$ cat src/rtl/ram_port_arbiter.sv
// Round-robin arbiter sharing one TDP RAM port between NUM_REQ requesters.
// Commands are granted combinationally; reads are tracked to tag returning data with the requester id.
module ram_port_arbiter #(
   parameter  int NUM_REQ    = 4,
   parameter  int WIDTH      = 32,
   parameter  int DEPTH      = 1024,
   parameter  int RD_LATENCY = 1,
   localparam int AW         = $clog2(DEPTH),
   localparam int ID_W       = $clog2(NUM_REQ)
) (
   input  logic                     clk_i,
   input  logic                     rst_n_i,
   input  logic [NUM_REQ-1:0]       req_valid_i,
   input  logic [NUM_REQ-1:0]       req_we_i,
   input  logic [NUM_REQ*AW-1:0]    req_addr_i,
   input  logic [NUM_REQ*WIDTH-1:0] req_wdata_i,
   output logic [NUM_REQ-1:0]       req_ready_o,
   output logic                     mem_we_o,
   output logic [AW-1:0]            mem_addr_o,
   output logic [WIDTH-1:0]         mem_din_o,
   input  logic [WIDTH-1:0]         mem_dout_i,
   output logic                     rsp_valid_o,
   output logic [ID_W-1:0]          rsp_id_o,
   output logic [WIDTH-1:0]         rsp_data_o
);

   logic [ID_W-1:0] rr_ptr_q, rr_ptr_d;
   logic [AW-1:0]   addr_q, addr_d;
   logic            gnt_vld;
   logic [ID_W-1:0] gnt_id;
   logic            rd_push;

   logic [RD_LATENCY-1:0]           vld_pipe_q, vld_pipe_d;
   logic [RD_LATENCY-1:0][ID_W-1:0] id_pipe_q, id_pipe_d;

   // Scan from rr_ptr upward with wraparound; the first valid requester wins.
   always_comb begin
      int idx;
      gnt_vld = 1'b0;
      gnt_id  = '0;
      for (int k = 0; k < NUM_REQ; k++) begin
         idx = int'(rr_ptr_q) + k;
         if (idx >= NUM_REQ) idx = idx - NUM_REQ;
         if (!gnt_vld && req_valid_i[idx]) begin
            gnt_vld = 1'b1;
            gnt_id  = ID_W'(idx);
         end
      end
      // Nothing may be accepted while reset is held.
      if (!rst_n_i) gnt_vld = 1'b0;
   end

   assign req_ready_o = gnt_vld ? (NUM_REQ'(1) << gnt_id) : '0;
   assign mem_we_o    = gnt_vld & req_we_i[gnt_id];
   assign mem_addr_o  = gnt_vld ? req_addr_i[gnt_id*AW +: AW] : addr_q;
   assign mem_din_o   = req_wdata_i[gnt_id*WIDTH +: WIDTH];
   assign rd_push     = gnt_vld & ~req_we_i[gnt_id];

   always_comb begin
      rr_ptr_d = rr_ptr_q;
      addr_d   = addr_q;
      if (gnt_vld) begin
         rr_ptr_d = (int'(gnt_id) == NUM_REQ-1) ? '0 : gnt_id + ID_W'(1);
         addr_d   = mem_addr_o;
      end
   end

   // Read-tracking pipe: depth matches RAM latency so the tag lines up with mem_dout.
   always_comb begin
      vld_pipe_d    = '0;
      id_pipe_d     = '0;
      vld_pipe_d[0] = rd_push;
      id_pipe_d[0]  = rd_push ? gnt_id : '0;
      for (int i = 1; i < RD_LATENCY; i++) begin
         vld_pipe_d[i] = vld_pipe_q[i-1];
         id_pipe_d[i]  = id_pipe_q[i-1];
      end
   end

   always_ff @(posedge clk_i or negedge rst_n_i) begin
      if (!rst_n_i) begin
         rr_ptr_q   <= '0;
         addr_q     <= '0;
         vld_pipe_q <= '0;
         id_pipe_q  <= '0;
      end else begin
         rr_ptr_q   <= rr_ptr_d;
         addr_q     <= addr_d;
         vld_pipe_q <= vld_pipe_d;
         id_pipe_q  <= id_pipe_d;
      end
   end

   assign rsp_valid_o = vld_pipe_q[RD_LATENCY-1];
   assign rsp_id_o    = id_pipe_q[RD_LATENCY-1];
   assign rsp_data_o  = mem_dout_i;

endmodule
$ cat config.mk
export PLATFORM = sky130hd
export DESIGN_NAME = ram_port_arbiter
export DESIGN_NICKNAME = d
export VERILOG_FILES = /design/src/rtl/ram_port_arbiter.sv
export SDC_FILE = /design/constraint.sdc
export NUM_CORES = 1
export LEC_CHECK = 0
export CAP_MARGIN = 40
export CORE_AREA = 2 2 113 115
export DETAILED_ROUTE_END_ITERATION = 8
export DIE_AREA = 0 0 115 117
export PLACE_DENSITY_LB_ADDON = 0.1
export SYNTH_ARGS = -nofsm -noshare
export SYNTH_HDL_FRONTEND = slang
export SYNTH_SLANG_ARGS = --single-unit
$ cat constraint.sdc
create_clock -name clk_i -period 2.9 [get_ports clk_i]
set_clock_uncertainty 0.05 [all_clocks]
set_input_delay 0.58 -clock clk_i [delete_from_list [all_inputs] [get_ports clk_i]]
set_output_delay 0.58 -clock clk_i [all_outputs]
set_load 0.02 [all_outputs]
==> results of run 1 <==
kinds of logic after synthesis:
group | count (synthesis) | synth area share
simple gates | 44 | 0.0949
mux | 107 | 0.414
buf+inv | 57 | 0.146
flops | 15 | 0.145
fa+ha+maj | 4 | 0.0193
compound gates | 53 | 0.181
area by class of cell:
class / instances / area [µm²]
Fill cell: 1265 / 7120
Timing Repair Buffer: 272 / 2620
Multi-Input combinational cell: 208 / 1910
Sequential cell: 15 / 377
Tap cell: 150 / 188
Clock buffer: 3 / 75.1
Inverter: 2 / 13.8
Clock inverter: 1 / 5.00
Antenna cell: 1 / 2.50
power breakdown:
part	internal (W)	switching [W]	total (W)	leakage, nW
sequential	0.000288	0.0000350	0.000323	0.186
clock	0.000184	0.0000901	0.000274	0.0409
combinational	0.00141	0.00132	0.00272	2.07
total	0.00188	0.00144	0.00332	2.30
stage by stage:
stage	utilization	instances
after floorplan	-	280
after global placement	0.411	634
after detailed placement	0.411	634
after CTS	0.413	642
after global routing	0.422	651
final	0.422	652
synthesized netlist by cell type, types with 2 or more instances:
| cell | number |
|---|---|
| buf_4 | 39 |
| nor2_1 | 4 |
| ha_1 | 4 |
| buf_2 | 8 |
| dfrtp_1 | 15 |
| clkbuf_1 | 6 |
| nand2_1 | 16 |
| o311ai_1 | 2 |
| o311ai_0 | 18 |
| and2_1 | 5 |
| a21oi_1 | 3 |
| o31ai_1 | 10 |
| nand4_1 | 10 |
| mux2i_1 | 106 |
| a2111oi_4 | 2 |
| a211o_1 | 10 |
state kept, by name (all words and copies together) (netlist names):
signal / cells
rsp_valid_o: 1
rsp_id_o: 2
rr_ptr_q: 2
addr_q: 10
worst paths after layout:
| check | slack (ns) | startpoint | endpoint | depth (start not counted) |
|---|---|---|---|---|
| setup / recovery | 0.01 | rr_ptr_q[1] | mem_din_o[14] | 9 |
| hold / removal | 0.44 | addr_q[3] | addr_q[3] | 2 |
| setup reg to reg | 0.64 | rr_ptr_q[1] | rsp_id_o[1] | 7 |
| hold reg to reg | 0.44 | addr_q[3] | addr_q[3] | 2 |
| max in group asynchronous | 1.92 | rst_n_i | addr_q[8] | 2 |
| min in group asynchronous | 0.64 | rst_n_i | rr_ptr_q[1] | 2 |
timing repair:
action	in CTS	in global routing
gates resized for setup	208	38
endpoints found under the hold margin	0	0
hold buffers	0	0
endpoints found under the setup margin	47	46
gates cloned	2	1
pin swaps	3	5
setup buffers	2	9
metal layers:
layer	global-route usage	vias to the layer above
li1	-	1497
met1	0.209	1399
met2	0.304	159
met3	0.0685	15
met4	0.0273	0
met5	0	-
critical path, cell delays in order (launching register included):
cell and delay, ns:
dfrtp_2 0.44, nor2b_4 0.16, a2111oi_4 0.42, nor2_4 0.11
buf_12 0.17, buf_16 0.15, buf_12 0.12, mux2i_1 0.11
mux2i_1 0.16, buf_4 0.17
==> results.md, run 1 <==
* Die Y at ~120 µm
* Seq/Total Area, Yosys at 0.145
* Largest net degree at the start of global routing at 42
* Clock sinks at 15
* Vias per inst at 4.71
* Cells after Synth at 280
* Commonest non-fill, non-tap cell in the layout: clkdlybuf4s50_1
* Met3 WL at between 1 and 1.5 mm
* Fin Setup TNS at 0 ns
* HP Class: reg -> reg
* Syn Nets at 494
* Met2 wire len at 6.06 mm
* Worst-margin pin slew at roughly 0.38 ns
* CTS tree: yes
* RSZ-0062 raised after global routing: yes
* Max-slew violation count at 0
* Worst-Skew Late Latency at roughly 0.25 ns
* Placer congestion estimate at 0.817
* Syn avg cell area at slightly above 9 µm²
* Syn Std Cell Area at approximately 2600 µm²
* First-pass GRT wire length at 18.0 mm
* PortBufs at around 230
* Routed vias at a little over 3k
* #FFs+latches synth at 15
* Pwr dens at around 640 nW/µm²
* Clock transition at path regs at 0.05 ns
* Total CTS buffers at 3
* Die area at approximately 13000 µm²
* Crit end category: output port
* Tmin final at about 2.9 ns
* Max frequency at roughly 350 MHz
* DRC viols at 0
* Crit-path max FO at 9
* CP required at about 2.3 ns
* DP Wirelength at ~10 mm
* Final hold violation count at 0
* Warnings from Yosys at 0
* Period utilisation layout at 0.996
* Initial antenna violation count at 0
* Pleak at ~2.3 nW
* DR pass1 iterations at 4
* Synth top area cells: mux2i_1 41%, dfrtp_1 14%, buf_4 11%
* Most frequent cells in the layout: 176 x clkdlybuf4s50_1, 99 x mux2i_1, 39 x buf_4, 32 x buf_2, 16 x nand2_1
* Boundary Pins at 292
* CORE AREA at 12300 µm²
* Final Cell Area at 5200 µm²
* Layout cells sized above 1 at 0.238
* Root Buffer Master: clkbuf_16
* Initial core utilization at 0.211
* Distinct cells, synth at 38
* GR Overflow Total at 0
* PnR worst setup slack at between 0.01 and 0.015 ns
* Antenna Violating Nets Remaining at 0
* Synth area leader: mux2i_1
* Top cell type's share of synthesized area at 0.409
* GRT Overall Usage at 0.175
* Setup WS pre-CTS at -0.793 ns
* WHS at 0.439 ns
* CP Launch Type: flop
* Most used flip-flop cell after synthesis: dfrtp_1
* Worst rel slew slack at 0.748
* CTS max path bufs at 2
* Starting DRT DRC Count at 108
* Row count at between 40 and 50
* Post-DP Area at about 5100 µm²
* CP arrival at around 2.3 ns
* Detailed-route wire length per cell at between 15 and 20 µm
* P&R area growth vs syn at 100%
* Layout Nets at slightly above 700
* Max layer used: met4
* Htree depth at 1
* EDFF count, synth at 0
* Status: finished clean
* WS Path Type: reg -> out
* Peak supply drop at 0.309 mV
* Wl on met1 at approximately 4.9 mm
* Vias in the first global route at 3149
* Total Wirelength at ~12 mm
* Die W at 115 µm
* Final setup vio count at 0
* Power, Total at about 0.0033 W
* Max Cap Viol at 0
* Post-synthesis async set-or-reset flop share at 1.00
(Power assumes the default switching activity.)
==> inputs of run 2 (changes only) <==
- SKIP_LAST_GASP: not set -> 1
==> run 2 against run 1 <==
Net effect:
- critical path depth fell by 1
- non-clock buffer count fell by 3
- largest power group unchanged
- the run now ends with negative setup slack left
- worst hold slack got worse by 0.0025 ns
- utilization fell by 0.051 points
- highest routed layer unchanged
- flip-flop and latch count did not move
- fmax fell by 1.3%
==> results.md, run 2 (synthesis results as in run 1) <==
* Failing checks: negative setup slack
* Min-Delay Endpoint: addr_q[4]
* Die W at 115 µm
* Hold depth at 2
* Placer congestion estimate at 0.817
* Final core utilization at 0.422
* PortBufs at about 230
* First-pass GRT wire length at 18.1 mm
* Routed vias at approximately 3.0k
* Detailed-route wire length per cell at between 15 and 20 µm
* Largest Register: addr_q
* Die Y at approximately 120 µm
* Worst rel slew slack at 0.761
* Largest net degree at the start of global routing at 42
* Fin cells at between 600 and 700
* Layout cells sized above 1 at 0.231
* Vias in the first global route at approximately 3.2k
* Max-slew violation count at 0
* Final hold violation count at 0
* Pleak at 2.29 nW
* Antenna Violating Nets Remaining at 0
* Max frequency at 341 MHz
* Hold path start: addr_q[4]
* Max Cap Viol at 0
* Die area at approximately 13000 µm²
* R2R depth at 8
* CTS max path bufs at 2
* Status: finished, violations left
* Boundary Pins at approximately 290
* CP required at about 2.3 ns
* Layout Nets at 713
* PnR worst setup slack at -0.0284 ns
* Htree depth at 1
* P&R area growth vs syn at 99.9%
* Max reg flops at 10
* GRT Overall Usage at 0.175
* Initial antenna violation count at 0
* RSZ-0062 raised after global routing: yes
* # placed instances at about 630
* CP arrival at around 2.3 ns
* Commonest non-fill, non-tap cell in the layout: clkdlybuf4s50_1
* Worst-margin pin slew at roughly 0.36 ns
* CORE AREA at 12300 µm²
* WS Path Type: reg -> out
* Reg-to-reg slack, setup at between 0.5 and 0.6 ns
* DR pass1 iterations at 4
* Power, Total at between 0.003 and 0.004 W
* Total Wirelength at 12.3 mm
* Pwr dens at about 630 nW/µm²
* CP Launch Type: flop
* Initial core utilization at 0.211
* HP Class: reg -> reg
* GR Overflow Total at 0
* Root Buffer Master: clkbuf_16
* Worst-Skew Late Latency at roughly 0.24 ns
* Peak supply drop at around 0.27 mV
* Crit-path max FO at 6
* CTS tree: yes
* DRC viols at 0
* Total CTS buffers at 3
* CTS Hold Buffers Added at 0
* WHS at around 0.44 ns
* Clock sinks at 15
* Reg2reg end: rsp_id_o[1]
* Tmin final at around 3 ns
* Row count at 41
* Fin Setup TNS at -0.0722 ns
* Period utilisation layout at 1.01
* Starting DRT DRC Count at between 90 and 100
* DP Wirelength at between 10 and 15 mm
* Vias per inst at 4.68
* Most frequent cells in the layout: 176 x clkdlybuf4s50_1, 101 x mux2i_1, 37 x buf_2, 29 x buf_4, 16 x nand2_1
* Crit end category: output port
* R2R Path Start: rr_ptr_q[1]
* Clock transition at path regs at roughly 0.05 ns
* Final setup vio count at 4
-- run 2: cell count changes in the layout (fill, tap and decap cells not counted), moves of 2 or more --
cell	previous run	this run
buf_12	11	9
clkdlybuf4s15_2	0	5
o311ai_1	9	7
buf_2	32	37
o311ai_0	10	12
buf_4	39	29
buf_6	7	3
mux2i_1	99	101
o31ai_2	0	2
o31ai_1	10	8
mux2i_2	5	3
-- run 2: stage by stage --
| stage | instance area, µm² | setup slack, ns |
|---|---|---|
| 3_3_place_gp | 5050 | -0.752 |
| 5_1_grt | 5190 | -0.131 |
| 6_report | 5190 | -0.0284 |
| 3_5_place_dp | 5050 | -0.793 |
| 4_1_cts | 5110 | -0.0431 |
| 2_1_floorplan | 2600 | 0.0943 |
-- run 2: how the worst max path moves through the flow --
stage / start / end / slack, ns
floorplan: req_valid_i[1] / mem_addr_o[1] / 0.09
global placement: req_valid_i[3] / mem_din_o[22] / -0.75
detailed placement: req_valid_i[3] / mem_addr_o[6] / -0.79
CTS: rr_ptr_q[1] / mem_din_o[5] / -0.04
global route: rr_ptr_q[1] / mem_din_o[29] / -0.13
finish: rr_ptr_q[1] / mem_we_o / -0.03
-- run 2: worst max-delay path: stages (launching register included) --
cell and delay (ns):
dfrtp_2 0.44, buf_4 0.15, nor3b_4 0.23, a2111oi_4 0.07, nor2_4 0.29, buf_12 0.19, mux2_4 0.31, o211a_1 0.21
buf_4 0.15
-- run 2: per-layer routing --
| metal | global-route usage | wire length (µm) | vias to the layer above |
|---|---|---|---|
| met3 | 0.0685 | 1340 | 6 |
| li1 | - | - | 1492 |
| met1 | 0.210 | 4880 | 1387 |
| met4 | 0.0273 | 85 | 0 |
| met5 | 0 | 0 | - |
| met2 | 0.304 | 6040 | 155 |
-- run 2: cell type report --
type                            instances  area [µm²]
Inverter                                2        11.3
Multi-Input combinational cell        208        1920
Tap cell                              150         188
Timing Repair Buffer                  269        2620
Sequential cell                        15         377
Antenna cell                            1        2.50
Clock inverter                          1        5.00
Clock buffer                            3        75.1
Fill cell                            1257        7120
-- run 2: repair_timing --
item,4_1_cts,5_1_grt
endpoints found under the setup margin,47,45
pin swaps,3,6
gates resized for setup,203,22
buffers inserted,2,4
cloned,2,2
-- run 2: where the power goes --
group / leakage (nW) / switching (W) / internal (W) / total (W)
clock network: 0.0409 / 0.0000883 / 0.000184 / 0.000273
registers: 0.186 / 0.0000340 / 0.000288 / 0.000322
logic: 2.06 / 0.00131 / 0.00137 / 0.00268
==> inputs of run 3 (changes only) <==
- SLEW_MARGIN: not set -> 20
==> results of run 3 <==
The final DEF is identical to that of run 2; final timing and power are the same.
